File: src/rtl/stream_sum_n.sv
//==============================================================================
// Module      : stream_sum_n
// Description : Drains a counted number of stream elements and returns their
//               N-bit wrapping sum on a ready/valid result port.
// Revision    : 1.0 - initial release
//==============================================================================
`default_nettype none

module stream_sum_n #(
    parameter int N = 8
) (
    input  logic         clk,
    input  logic         rst,
    input  logic         in_valid,
    output logic         in_ready,
    input  logic [N-1:0] in0,
    input  logic [N-1:0] sIn,
    input  logic         sIn_valid,
    output logic         sIn_ready,
    output logic         out_valid,
    input  logic         out_ready,
    output logic [N-1:0] out0
);

    localparam logic [N-1:0] C_ONE  = {{(N-1){1'b0}}, 1'b1};
    localparam logic [N-1:0] C_ZERO = '0;

    typedef enum logic [1:0] {
        IDLE = 2'd0,
        RUN  = 2'd1,
        DONE = 2'd2
    } state_t;

    state_t       r_state;
    state_t       w_state_nxt;
    logic [N-1:0] r_acc;
    logic [N-1:0] w_acc_nxt;
    logic [N-1:0] r_remaining;
    logic [N-1:0] w_remaining_nxt;
    logic [N-1:0] r_out0;
    logic [N-1:0] w_out0_nxt;
    logic [N-1:0] w_sum;

    always_ff @(posedge clk or posedge rst) begin
        if (rst) begin
            r_state     <= IDLE;
            r_acc       <= C_ZERO;
            r_remaining <= C_ZERO;
            r_out0      <= C_ZERO;
        end else begin
            r_state     <= w_state_nxt;
            r_acc       <= w_acc_nxt;
            r_remaining <= w_remaining_nxt;
            r_out0      <= w_out0_nxt;
        end
    end

    // Carry out of the top bit is intentionally dropped: the sum wraps mod 2^N.
    assign w_sum = r_acc + sIn;

    always_comb begin
        w_state_nxt     = r_state;
        w_acc_nxt       = r_acc;
        w_remaining_nxt = r_remaining;
        w_out0_nxt      = r_out0;
        case (r_state)
            IDLE: begin
                if (in_valid) begin
                    w_remaining_nxt = in0;
                    w_acc_nxt       = C_ZERO;
                    if (in0 == C_ZERO) begin
                        w_out0_nxt  = C_ZERO;
                        w_state_nxt = DONE;
                    end else begin
                        w_state_nxt = RUN;
                    end
                end
            end
            RUN: begin
                if (sIn_valid) begin
                    w_acc_nxt       = w_sum;
                    w_remaining_nxt = r_remaining - C_ONE;
                    if (r_remaining == C_ONE) begin
                        w_out0_nxt  = w_sum;
                        w_state_nxt = DONE;
                    end
                end
            end
            DONE: begin
                if (out_ready) begin
                    w_state_nxt = IDLE;
                end
            end
            default: begin
                w_state_nxt = IDLE;
            end
        endcase
    end

    // Handshake readies are pure state decodes, so no input reaches them combinationally.
    assign in_ready  = (r_state == IDLE);
    assign sIn_ready = (r_state == RUN);
    assign out_valid = (r_state == DONE);
    assign out0      = r_out0;

endmodule

`default_nettype wire

File: config.mk
export PLATFORM = sky130hd
export DESIGN_NAME = stream_sum_n
export DESIGN_NICKNAME = d
export VERILOG_FILES = /design/src/rtl/stream_sum_n.sv
export SDC_FILE = /design/constraint.sdc
export NUM_CORES = 1
export LEC_CHECK = 0
export ABC_AREA = 1
export ABC_CLOCK_PERIOD_IN_PS = 2000
export BUFFER_PORTS_ARGS = -buffer_cell sky130_fd_sc_hd__buf_2
export CAP_MARGIN = 25
export CORE_ASPECT_RATIO = 1.1
export CORE_UTILIZATION = 53
export CTS_CLUSTER_DIAMETER = 40
export DETAILED_ROUTE_END_ITERATION = 8
export MAX_ROUTING_LAYER = met4
export PLACE_DENSITY = 0.75
export SYNTH_ARGS = -nofsm -noshare
export SYNTH_HDL_FRONTEND = slang
export SYNTH_SLANG_ARGS = --single-unit
File: constraint.sdc
create_clock -name clk -period 2 [get_ports clk]
set_input_delay 0.3 -clock clk [delete_from_list [all_inputs] [get_ports clk]]
set_output_delay 0.3 -clock clk [all_outputs]
set_load 0.02 [all_outputs]
==> results of run 1 <==
## layer usage
layer / share of wire, % / vias to the layer above
li1: - / 775
met1: 48 / 676
met2: 49 / 28
met3: 2.8 / 2
met4: 0.69 / 0
met5: 0 / -
## cell families (layout without fill, tap and decap cells)
kind of cell	count (synthesis)	after routing
compound gates	46	46
xor+xnor	1	1
fa+ha+maj	10	10
buf+inv	35	68
flops	26	26
simple gates	103	103
## worst max-delay path: stages, from the launching register on
cell     delay, ns
dfrtp_1       0.57
nand2_4       0.14
inv_1         0.24
buf_2         0.22
## synthesized netlist by cell type (all sizes together)
| cell | number | area share, % |
|---|---|---|
| a21oi | 10 | 3.0 |
| buf | 5 | 2.3 |
| dfrtp | 26 | 40 |
| fa | 1 | 1.2 |
| ha | 9 | 6.8 |
| inv | 30 | 6.8 |
| nand2 | 70 | 17 |
| nand3 | 16 | 5.6 |
| nand4 | 2 | 0.76 |
| nor2 | 15 | 4.0 |
| o211ai | 3 | 1.4 |
| o21a | 1 | 0.46 |
| o21ai | 32 | 11 |
| xnor2 | 1 | 0.53 |
## layout make-up
class / instances / share of cell area [%]
well taps: 33 / 2.216
repair buffers: 34 / 9.537
inverters: 30 / 6.044
clock buffers: 4 / 1.948
flip-flops and latches: 26 / 34.92
multi-input cells: 160 / 45.33
## report_power, final
group          switching, W  total [W]  internal (W)
clock network      0.000154   0.000265      0.000111
logic               0.00110    0.00168      0.000579
registers          0.000177   0.000953      0.000776
total               0.00143    0.00289       0.00147
## stage by stage
step           hold WS (ns)  util (%)  power [W]
5_1_grt             0.02181     65.31   0.003198
3_5_place_dp         0.3818     64.04   0.002637
6_report            0.01278     65.31   0.002894
2_1_floorplan        0.3400         -   0.002247
3_3_place_gp         0.3696     64.04   0.002606
4_1_cts             0.01506     65.31   0.002909
## state kept, by name (all words and copies together) (netlist names)
register	flops
r_remaining	8
r_acc	8
r_state	2
out0	8
## path summary, 6_finish.rpt
check	start	slack, ns	to
worst max register to register	r_acc[0]	0.35	r_acc[4]
max in group asynchronous	rst	1.73	r_acc[7]
worst min-delay path	rst	0.01	r_remaining[6]
min in group clk	in0[4]	0.21	r_remaining[4]
worst min register to register	out0[7]	0.49	out0[7]
worst max-delay path	r_state[0]	0.20	sIn_ready
==> flow_summary.ini, run 1 <==
[placed_design]
place_worst_setup_slack_ns = 0.3357
dp_hpwl_mm = 2.637
dp_cells = 283
placed_cell_area_um2 = 1827
io_buffers = 31
gp_congestion = 0.8558

[grt]
antenna_found_initial = 0
grt_pass1_wl_mm = 5.444
grt_max_degree = 27
top_usage_layer = met2
grt_use_met3_pct = 2.256
grt_usage_pct = 23.91
gr-usage-met1_pct = 32.64
grt_pass1_vias = 1249
overflow = 0
use_met2_pct = 37.35

[routing]
initialDrtViolationCount = 65
drt_wl_total_mm = 3.457
first_pass_iters = 4
route.antenna.remaining_nets = 0
wl_per_cell_um = 12.05
vias = 1481
drc = 0
vias_per_cell = 5.160

[finish]
fillers = 285
fin_area_um2 = 1863
post_route_cells_drive_above_1_share_pct = 19.29
area_growth_pct = 13.23
regArea_um2 = 650.6
final_nets = 286
diodes = 0
final_cell_mix = nand2_1 (68), buf_2 (31), inv_1 (29)
multiInputGateArea_um2 = 844.6
final_common_cell = nand2_1
stdcell_count = 287

[timing]
period_share_pct = 90.11
rsz0062_at_grt = false
tns_ns = 0
slew_headroom_pct = 76.61
timing.final.ws_setup_ns = 0.1978
finalHoldViolations = 0
setup_viol = 0
fin_skew_ns = 0.002336
worstMarginPinSlew_ns = 0.3497
max_freq_ghz = 0.5549
min_period_ns = 1.802
maxSlewViolCount = 0

[die]
io_pins = 32
initial_utilization_pct = 57.68
rows = 20
core_area_um2 = 2853
die_x_um = 55.13
dieHeight_um = 60.44
die-area_um2 = 3331

[outcome]
status = completed

[clock_network]
cts_hold_buf = 0
cts-resized-gates = 0
clk_pin_slew_ns = 0.14
cts_tree = built
cts_setup_buffers = 0
h-tree-depth = 1
cts.sinks = 26
insertion_delay_ns = 0.31
clock_path_buffers = 2
cts_root_buffer = clkbuf_4
numCtsBuffers = 3

[setup_path]
startpoint_type = flip-flop
required_ns = 1.70
reg2reg_depth = 7
endpoint_kind = output pin
worstPathArrival_ns = 1.50
setup.worst_path.class = reg2out
crit_fanout = 9

[synthesis]
synth_cells = 221
ys_ff_latch = 26
synth_mux_area_share_pct = 0
synthesis.area_um2 = 1645
synth_compound_area_share_pct = 15.74
yosysUniqueCellTypes = 23
synth_fp_nets = 252
synth_seq_area_share_pct = 39.54
synthSimpleGateAreaFrac_pct = 27.00
synth_top_family_by_area = simple AND/OR/NAND/NOR gates
syn_avg_cell_area_um2 = 7.445
synth-adder-area-share_pct = 8.061
synth-xor-area-share_pct = 0.5323
ys_warn_count = 0

[run]
maxCapViolations = 0

[pwr]
irDropWorstVdd_uv = 961.2
leakage_nw = 1.022
p_per_area_nw_per_um2 = 1553

[min_path]
hp-class = in2async
Note: power is estimated with default switching activity, not from simulation.
==> run 2, diff against run 1 <==
Settings changed: ABC_AREA 1 to 0.
==> flow_summary.ini, run 2 <==
[finish]
diodes = 0
area_growth_pct = 15.98
fin_area_um2 = 1871
final_cell_mix = buf_2 (31), nand2_1 (26), dfrtp_1 (26)
final_nets = 237
stdcell_count = 238
post_route_cells_drive_above_1_share_pct = 28.29
final_common_cell = buf_2

[setup_path]
required_ns = 2.19
crit_buf_inv = 0
rr_endpoint = r_acc[6]
critPathSlowestCell = dfrtp_1
max_stage_delay_ns = 0.41
worst-r2r-setup-slack_ns = 0.07
endpoint_kind = flip-flop
startpoint_type = flip-flop
setup.worst_path.class = reg2reg
worstPathArrival_ns = 2.13
crit_family = adder cells
r2r_start = r_acc[0]
crit_fanout = 3
reg2reg_depth = 6
startpoint = r_acc[0]
crit_chain = ha_1, fa_1, a21o_1, a41oi_2, xor2_2, o31ai_1

[timing]
timing.final.ws_setup_ns = 0.06535
hold_ws_ns = -0.002524
period_share_pct = 96.73
slew_headroom_pct = 53.98
worstMarginPinSlew_ns = 0.6904
min_period_ns = 1.935
setup_viol = 0
finalHoldViolations = 2
max_freq_ghz = 0.5169
fin_skew_ns = 0.008345
tns_ns = 0
maxSlewViolCount = 0

[routing]
route.antenna.remaining_nets = 0
vias = 1360
vias_per_cell = 5.714
drc = 0
drt_wl_total_mm = 3.444
first_pass_iters = 4
initialDrtViolationCount = 40
wl_per_cell_um = 14.47

[grt]
antenna_found_initial = 0
grt_pass1_vias = 1376
grt_usage_pct = 25.25
grt_max_degree = 27
overflow = 0
grt_pass1_wl_mm = 5.816

[synthesis]
async_reset_ff_share_pct = 100.0
yosysTopAreaCell = dfrtp_1
synth_seq_area_share_pct = 40.34
synth-main-ff-cell = dfrtp_1
ys_ff_latch = 26
synth_common_cells = dfrtp_1 (26), nand2_1 (26), a21oi_1 (12), nor2_1 (12)
syn_avg_cell_area_um2 = 9.487
netlist_top_cells_area = dfrtp_1 (40%), ha_1 (7.0%), nand2_1 (6.1%), a21oi_1 (3.7%), o21ai_0 (2.8%)
yosysUniqueCellTypes = 44
synthesis.area_um2 = 1613
synth_top_area_share_pct = 40.34
synth_cells = 170
synth_edf_count = 0
ys_warn_count = 0
synth_fp_nets = 201

[clock_network]
numCtsBuffers = 3
h-tree-depth = 1
cts.sinks = 26
cts_hold_buf = 0
clock_path_buffers = 2
cts_tree = built
clk_pin_slew_ns = 0.15
insertion_delay_ns = 0.32
cts_root_buffer = clkbuf_4

[placed_design]
place_worst_setup_slack_ns = 0.02660
dp_hpwl_mm = 2.442
gp_congestion = 0.8472
io_buffers = 31
placed_cell_area_um2 = 1795
dp_cells = 232

[die]
die_x_um = 54.60
die-area_um2 = 3268
core_area_um2 = 2828
io_pins = 32
rows = 20
initial_utilization_pct = 57.04
dieHeight_um = 59.86

[min_path]
hp-class = in2async

[outcome]
failed_checks = negative hold slack
status = complete, but fails checks

[pwr]
leakage_nw = 0.9290
irDropWorstVdd_uv = 933.6
p_per_area_nw_per_um2 = 1692

[run]
maxCapViolations = 0
run 2: cell count changes after synthesis, sizes merged, moves of 5 or more:
cell	previous run	this run
nand2	70	26
inv	30	6
o21ai	32	15
nand3	16	1
a21o	0	6
nor3	0	5
run 2: worst min-delay path: cells and delay by family:
kind | cells | cell delay [ns]
buf+inv | 3 | 0.44
run 2: area by class of cell:
class	instances	area, um^2
clock buffer	4	36.28
inverter	6	22.52
timing repair buffer	38	211.5
fill	237	957.2
multi-input combinational	131	908.4
sequential	26	650.6
tap	33	41.29
run 2: how the worst max path moves through the flow:
stage / cells after the start / endpoint
2_1_floorplan: 6 / r_acc[6]
3_3_place_gp: 7 / r_acc[6]
3_5_place_dp: 7 / r_acc[6]
4_1_cts: 6 / r_acc[6]
5_1_grt: 6 / r_acc[7]
6_report: 6 / r_acc[6]
run 2: cells by family after synthesis:
family	Yosys count	share of synthesized area (%)
flip-flops	26	40.34
XOR/XNOR	5	2.716
adder cells (fa/ha/maj)	10	8.224
AO/OA/AOI/OAI	58	25.91
buffers and inverters	13	4.577
multiplexers	2	1.551
AND/OR/NAND/NOR	56	16.68
run 2: power by group:
group	leakage, nW	switching (W)	internal, W
clock	0.0210	0.000163	0.000111
sequential	0.313	0.000194	0.000780
combinational	0.595	0.00112	0.000796
run 2: metrics by stage:
stage | total power, W | util, % | hold slack, ns
4_1_cts | 0.003101 | 64.78 | 0.004945
2_1_floorplan | 0.002428 | - | 0.3400
3_3_place_gp | 0.002751 | 63.50 | 0.3668
3_5_place_dp | 0.002823 | 63.50 | 0.3732
6_report | 0.003165 | 66.15 | -0.002524
5_1_grt | 0.003490 | 66.15 | 0.04044
run 2: repair_timing:
item | 4_1_cts | 5_1_grt
gates resized for setup | 0 | 4
setup endpoints to repair | 0 | 4
buffers inserted | 0 | 2
run 2: routing by layer:
| metal | track usage (%) | part of all wire (%) | up-vias | routed length (um) |
|---|---|---|---|---|
| met3 | 3.053 | 2.8 | 2 | 98 |
| met2 | 42.51 | 50 | 27 | 1709 |
| met5 | - | 0 | - | 0 |
| met1 | 30.42 | 47 | 651 | 1615 |
| met4 | 8.791 | 0.61 | 0 | 21 |
| li1 | - | - | 680 | - |
==> run 3, diff against run 2 <==
Settings changed: CTS_BUF_LIST set to sky130_fd_sc_hd__clkbuf_8 sky130_fd_sc_hd__clkbuf_16, REMOVE_ABC_BUFFERS set to 1.
==> flow_summary.ini, run 3 (synthesis results as in run 2) <==
[routing]
wl_met2_mm = 1.706
vias_per_cell = 5.629
first_pass_iters = 4
vias = 1334
wl_per_cell_um = 13.97
wl_met3_um = 81
route.antenna.remaining_nets = 0
initialDrtViolationCount = 22
highest-signal-layer = met4
drc = 0
drt_wl_total_mm = 3.310
wl_met1_mm = 1.477

[timing]
fin_skew_ns = 0.002874
hold_ws_ns = 0.07177
period_share_pct = 98.09
slew_headroom_pct = 53.35
worstMarginPinSlew_ns = 0.6998
setup_viol = 0
finalHoldViolations = 0
max_freq_ghz = 0.5098
min_period_ns = 1.962
maxSlewViolCount = 0

[finish]
final_nets = 236
diodes = 0
fillers = 241
fin_util_pct = 66.68
area_growth_pct = 16.91
post_route_cells_drive_above_1_share_pct = 28.92
final_common_cell = buf_2
regArea_um2 = 650.6
multiInputGateArea_um2 = 915.9
final_cell_mix = buf_2 (31), nand2_1 (26), dfrtp_1 (26)

[setup_path]
endpoint_kind = flip-flop
worstPathArrival_ns = 2.13
crit_fanout = 3
startpoint_type = flip-flop
worst-r2r-setup-slack_ns = 0.04
max_stage_delay_ns = 0.41
startpoint = r_acc[0]
setup.worst_path.class = reg2reg
required_ns = 2.16
endpoint = r_acc[6]
r2r_start = r_acc[0]
critPathSlowestCell = dfrtp_1
crit_chain = ha_2, fa_1, a21o_1, a41oi_2, xor2_2, o31ai_2
rr_endpoint = r_acc[6]
reg2reg_depth = 6

[grt]
antenna_found_initial = 0
grt_pass1_vias = 1310
grt_usage_pct = 23.39
grt_pass1_wl_mm = 5.471
grt_max_degree = 27
overflow = 0

[die]
die-area_um2 = 3268
io_pins = 32
rows = 20
core_area_um2 = 2828
initial_utilization_pct = 57.04
die_x_um = 54.60
dieHeight_um = 59.86

[pwr]
p_per_area_nw_per_um2 = 1707
power_w = 0.003218
irDropWorstVdd_uv = 987.9
leakage_nw = 0.9300

[clock_network]
cts_tree = built
clk_pin_slew_ns = 0.09
cts_root_buffer = clkbuf_8
cts.sinks = 26
h-tree-depth = 1
numCtsBuffers = 3
clock_path_buffers = 2
insertion_delay_ns = 0.27

[min_path]
hp-class = in2async

[outcome]
status = completed

[placed_design]
gp_congestion = 0.8505
io_buffers = 31
dp_hpwl_mm = 2.474

[run]
maxCapViolations = 0
==> run 3: critical path: cells and delay by family, from the launching register on <==
| kind | cells | cell delay (ns) |
|---|---|---|
| XOR/XNOR | 1 | 0.13 |
| flip-flops | 1 | 0.41 |
| AO/OA/AOI/OAI | 3 | 0.70 |
| adder cells (fa/ha/maj) | 2 | 0.61 |
==> run 3: layer usage <==
metal  up-vias  track usage, %
li1        672               -
met1       633           27.78
met2        23           40.28
met3         6           2.799
met4         0           6.960
met5         -               -
==> run 3: report_power, final <==
group | internal [W] | switching [W]
Clock | 0.000176 | 0.000163
Combinational | 0.000790 | 0.00112
Sequential | 0.000783 | 0.000191
Total | 0.00175 | 0.00147
==> run 3: how the worst min path moves through the flow <==
stage                     start              to  slack (ns)  cells after the start
final                       rst        r_acc[7]        0.07                      3
after global placement      rst  r_remaining[0]        0.37                      3
after global routing        rst  r_remaining[3]         0.1                      3
after floorplan             rst         out0[0]        0.34                      1
after detailed placement    rst  r_remaining[0]        0.38                      3
after CTS                   rst  r_remaining[3]        0.08                      3
==> run 3: stage by stage <==
step                cell area (um^2)  setup TNS [ns]  instances  setup slack (ns)
finish                          1886               0        237           0.03827
global route                    1886        -0.01363        237          -0.01363
CTS                             1858               0        237          0.006947
global placement                1803               0        233           0.06700
floorplan                       1562               0        163           0.05455
detailed placement              1803               0        233           0.01355
==> run 3: layout make-up <==
type	instances	share of cell area, %
inverter	6	1.194
clock buffer	4	2.920
timing repair buffer	37	10.62
sequential	26	34.51
tap	33	2.190
multi-input combinational	131	48.57
==> run 3: what timing repair did <==
| action | CTS | global route |
|---|---|---|
| gates resized for setup | 0 | 5 |
| hold buffers | 0 | 0 |
| setup buffers | 0 | 0 |
| endpoints found under the setup margin | 0 | 3 |
